`src/rtl/ars_gf2m_pkg.sv`:
```
// Shared constants, types and the multiply-by-x^n reduction helper for the
// GF(2^233) field datapath, f(x) = x^233 + x^74 + 1.
package ars_gf2m_pkg;

    localparam int GF_M = 233;
    localparam int GF_K = 74;

    typedef logic [GF_M-1:0] gf_elem_t;

    typedef enum logic [1:0] {
        ST_IDLE = 2'd0,
        ST_RUN  = 2'd1,
        ST_FIN  = 2'd2
    } state_t;

    // elem * x^n mod f for n <= 16; each single shift folds x^233 back onto x^74 + 1
    function automatic gf_elem_t gf_mulx_red(input gf_elem_t elem, input int n);
        gf_elem_t r;
        logic     msb;
        r = elem;
        for (int i = 0; i < 16; i++) begin
            if (i < n) begin
                msb     = r[GF_M-1];
                r       = {r[GF_M-2:0], 1'b0};
                r[0]    = r[0] ^ msb;
                r[GF_K] = r[GF_K] ^ msb;
            end
        end
        return r;
    endfunction

endpackage

```
`src/rtl/ars_gf2m_digit_mac.sv`:
```
// One digit step of the MSB-first multiplier:
// nxt = acc*x^DIGIT mod f  xor  sum_i bd[i]*A*x^i mod f.
module ars_gf2m_digit_mac
    import ars_gf2m_pkg::*;
#(
    parameter int DIGIT = 8
) (
    input  gf_elem_t         acc,
    input  gf_elem_t         a,
    input  logic [DIGIT-1:0] bd,
    output gf_elem_t         nxt
);

    always_comb begin
        nxt = gf_mulx_red(acc, DIGIT);
        for (int i = 0; i < DIGIT; i++) begin
            if (bd[i]) nxt = nxt ^ gf_mulx_red(a, i);
        end
    end

endmodule

```
`src/rtl/ars_gf2m_modmul.sv`:
```
// Digit-serial GF(2^233) multiplier, DOUT = DIN1*DIN2 mod f, start/done handshake.
// Optional fused add of DIN3 into the result when ARS_MODMUL_FMA_EN is defined.
module ars_gf2m_modmul
    import ars_gf2m_pkg::*;
#(
    parameter int DIGIT = 8
) (
    input  logic            CLK,
    input  logic            RST,
    input  logic            START,
    input  logic [GF_M-1:0] DIN1,
    input  logic [GF_M-1:0] DIN2,
`ifdef ARS_MODMUL_FMA_EN
    input  logic [GF_M-1:0] DIN3,
`endif
    output logic            BUSY,
    output logic            DONE,
    output logic [GF_M-1:0] DOUT
);

    localparam int NDIG = (GF_M + DIGIT - 1) / DIGIT;
    localparam int BW   = NDIG * DIGIT;
    localparam int CW   = $clog2(NDIG + 1);

    state_t          state, state_nxt;
    logic [CW-1:0]   cnt;
    gf_elem_t        a_q, acc, acc_nxt, res;
    logic [BW-1:0]   b_q;
    logic            accept, last;

    assign accept = START && !BUSY;
    assign last   = (cnt == CW'(NDIG - 1));

    ars_gf2m_digit_mac #(.DIGIT(DIGIT)) u_mac (
        .acc (acc),
        .a   (a_q),
        .bd  (b_q[BW-1 -: DIGIT]),
        .nxt (acc_nxt)
    );

`ifdef ARS_MODMUL_FMA_EN
    gf_elem_t c_q;

    always_ff @(posedge CLK) begin
        if (RST)         c_q <= '0;
        else if (accept) c_q <= DIN3;
    end

    // addend folded into the last digit step so latency is unchanged
    assign res = acc_nxt ^ c_q;
`else
    assign res = acc_nxt;
`endif

    always_ff @(posedge CLK) begin
        if (RST) state <= ST_IDLE;
        else     state <= state_nxt;
    end

    always_comb begin
        state_nxt = state;
        case (state)
            ST_IDLE: if (accept) state_nxt = ST_RUN;
            ST_RUN:  if (last)   state_nxt = ST_FIN;
            ST_FIN:  state_nxt = START ? ST_RUN : ST_IDLE;
            default: state_nxt = ST_IDLE;
        endcase
    end

    always_comb begin
        BUSY = (state == ST_RUN);
        DONE = (state == ST_FIN);
    end

    always_ff @(posedge CLK) begin
        if (RST) begin
            a_q  <= '0;
            b_q  <= '0;
            acc  <= '0;
            cnt  <= '0;
            DOUT <= '0;
        end else if (accept) begin
            a_q <= DIN1;
            b_q <= BW'(DIN2);
            acc <= '0;
            cnt <= '0;
        end else if (state == ST_RUN) begin
            acc <= acc_nxt;
            b_q <= b_q << DIGIT;
            cnt <= cnt + CW'(1);
            if (last) DOUT <= res;
        end
    end

endmodule

```
`config.mk`:
```
export PLATFORM = sky130hd
export DESIGN_NAME = ars_gf2m_modmul
export DESIGN_NICKNAME = d
export VERILOG_FILES = /design/src/rtl/ars_gf2m_pkg.sv /design/src/rtl/ars_gf2m_digit_mac.sv /design/src/rtl/ars_gf2m_modmul.sv
export SDC_FILE = /design/constraint.sdc
export NUM_CORES = 2
export LEC_CHECK = 0
export CAP_MARGIN = 20
export CORE_ASPECT_RATIO = 1.2
export CORE_MARGIN = 3
export CORE_UTILIZATION = 63
export CTS_BUF_LIST = sky130_fd_sc_hd__clkbuf_8
export DETAILED_ROUTE_END_ITERATION = 8
export PLACE_DENSITY = 0.89
export REMOVE_ABC_BUFFERS = 1
export SLEW_MARGIN = 20
export SYNTH_ARGS = -nofsm -noshare
export SYNTH_HDL_FRONTEND = slang
export SYNTH_SLANG_ARGS = --single-unit
export TNS_END_PERCENT = 10
```
`constraint.sdc`:
```
create_clock -name CLK -period 3.45 [get_ports CLK]
set_clock_uncertainty 0.15 [all_clocks]
set_input_delay 0.69 -clock CLK [delete_from_list [all_inputs] [get_ports CLK]]
set_output_delay 0.69 -clock CLK [all_outputs]
set_load 0.1 [all_outputs]
```
==> results.cfg <==
[run_status]
outcome = completed

[synth]
synthAdderAreaFrac = 0.000432
synthXorXnorAreaFrac = 0.285
yosysSeqAreaShare = 0.327
yosysUniqueCellTypes = 34
async_flop_share = 0
ys_ff_latch = 946
synth_top_family_by_area = XOR/XNOR gates
synthSimpleGateAreaFrac = 0.173
synthCells = 7371
synthFlopType = dfxtp_1
syn_area_per_cell_sq_um = 7.87
synth.yosys.warnings = 0
synth_compound_area_frac = 0.118
synth_edf_count = 0
synth.mux.area_fraction = 0.0402
syn_area_sq_um = 58000

[sta]
relSlewSlack = 0.282
hold_violations = 0
worst_pin_slew_ps = 1070
rsz0062_at_grt = no
period_share = 0.860
final-setup-viol-count = 0
drv_slew = 0
finalCriticalPeriod_ps = 2970
tns_ps = 0
fmax_mhz = 337

[power_and_ir_drop]
peakVddDrop_mv = 0.351
powerDensity_nw_per_um2 = 383
p_leak_nw = 23.4

[clocking]
clk_path_buf_depth = 3
cts_resized = 0
clk_latency_ps = 870
cts-root-buf = clkbuf_8
cts_max_level = 4
cts-buffers-inserted = 151
ctsHoldBuffers = 1
postCtsSetupBuffers = 0
cts_tree = yes
clock-sinks = 946
clkTransAtPathRegs_ps = 60

[critical_path]
worst-path-max-fanout = 26
cp_slowest_cell = dfxtp_1
critPathCaptureType = output port
arrival_ps = 2130
startpoint_type = flip-flop
path_cells = nand2b_4, clkinv_1, buf_4, buf_12
crit_required_ps = 2610
critPathMaxStageDelay_ps = 400
crit_type = flip-flop to output port

[drt]
first_iter_violations = 6754
wire_per_inst_um = 21.0
drc = 0
vias = 53390
drt-total-wl_um = 188000
dr.pass1.iters = 6
antenna_left = 0
vias_per_cell = 5.97

[final_layout]
area_delta_synth_final_pct = 16.2
final_cell_mix = 2369 x nand2_1, 1399 x xnor2_1, 938 x dfxtp_1
finalNetCount = 8059
fillers = 6227
design_area_sq_um = 67300
final_layout_size_suffix_gt1_frac = 0.0745
layout_commonest_cell = nand2_1

[die]
die_h_um = 338
rows = 121
core_area_sq_um = 91000
die_area_sq_um = 95700
ios = 704
die_width_um = 283
start_util = 0.637

[global_route]
antenna_found_initial = 26
grt-ovfl-total = 0
grt_pass1_vias = 52522
grt_usage = 0.377
grt_pass1_wl_um = 292000
grt_max_degree = 172

[hold_path]
min_path_type = primary input to flip-flop

[placement]
io_buffer_count = 703
gp_congestion = 0.933
dp_hpwl_um = 126000
dpl_cell_area_sq_um = 64100

[flow_run]
drv_cap = 0
==> cell usage after synthesis, types with 2 or more instances <==
cell type | instances | share of area
a211oi_1 | 230 | 0.030
a21oi_1 | 241 | 0.021
a22o_1 | 426 | 0.064
buf_1 | 49 | 0.0032
buf_2 | 203 | 0.018
buf_4 | 55 | 0.0071
buf_6 | 7 | 0.0014
clkbuf_1 | 411 | 0.027
dfxtp_1 | 946 | 0.33
ha_1 | 2 | 0.00043
mux2i_1 | 233 | 0.040
nand2_1 | 2369 | 0.15
nand2b_1 | 4 | 0.00043
nand4_1 | 3 | 0.00032
nor2_1 | 270 | 0.017
nor2b_1 | 2 | 0.00022
nor3_1 | 10 | 0.00086
o21a_1 | 2 | 0.00026
o21ai_0 | 8 | 0.00069
o22ai_1 | 8 | 0.00086
o2bb2ai_1 | 8 | 0.0012
xnor2_1 | 1399 | 0.21
xnor3_1 | 8 | 0.0031
xor2_1 | 467 | 0.071
==> worst max-delay path: cells and delay by family, from the launching register on <==
kind                   cells  cell delay, ps
and+or+nand+nor            1             180
buffers and inverters      3             720
DFF                        1             400
==> registers in the layout (all words and copies together), names as in the netlist <==
signal  cells
b_q       240
acc       233
cnt         5
state       2
DOUT      233
a_q       233
==> kinds of logic (layout without fill, tap and decap cells) <==
family,after synthesis,count (layout)
simple gates,2663,2663
xor+xnor,1875,1875
flops,946,946
compound gates,923,923
buf+inv,729,1062
mux,233,233
fa+ha+maj,2,2
other cells,0,16
==> per-stage QoR <==
step,util,total power [W],hold slack (ps),worst slack [ps],std cells
6_report,0.740,0.0258,160,485,8950
4_1_cts,0.740,0.0258,105,443,8934
2_1_floorplan,-,0.0142,281,-24650,6645
3_5_place_dp,0.705,0.0156,292,514,8664
3_3_place_gp,0.705,0.0155,284,626,8664
5_1_grt,0.740,0.0266,137,366,8942
==> report_power, final <==
part           switching (W)  internal (W)  leakage (nW)
registers           0.000772        0.0114          7.72
logic                0.00190       0.00147          13.9
clock network        0.00488       0.00539          1.78
total                0.00756        0.0183          23.4
==> layout make-up <==
type / count / area, sq um / area share
multi-input cells: 5696 / 35800 / 0.532
flip-flops and latches: 946 / 19000 / 0.282
repair buffers: 790 / 7760 / 0.115
clock buffers: 189 / 2600 / 0.0386
well taps: 1230 / 1540 / 0.0229
clock inverters: 80 / 588 / 0.00873
diodes: 16 / 40.0 / 0.000595
inverters: 3 / 18.8 / 0.000279
==> worst paths after layout <==
| check | slack, ps | start | cells past startpoint | end |
|---|---|---|---|---|
| min | 160 | START | 3 | b_q[135] |
| max reg2reg | 550 | cnt[0] | 6 | DOUT[62] |
| min reg2reg | 300 | b_q[227] | 2 | b_q[235] |
| max | 480 | state[0] | 4 | BUSY |
==> per-layer routing <==
metal | global-route usage | share of wire
met5 | 0 | 0.00078
met4 | 0.253 | 0.074
met3 | 0.116 | 0.12
met2 | 0.601 | 0.45
met1 | 0.435 | 0.35
(Power assumes the default switching activity.)
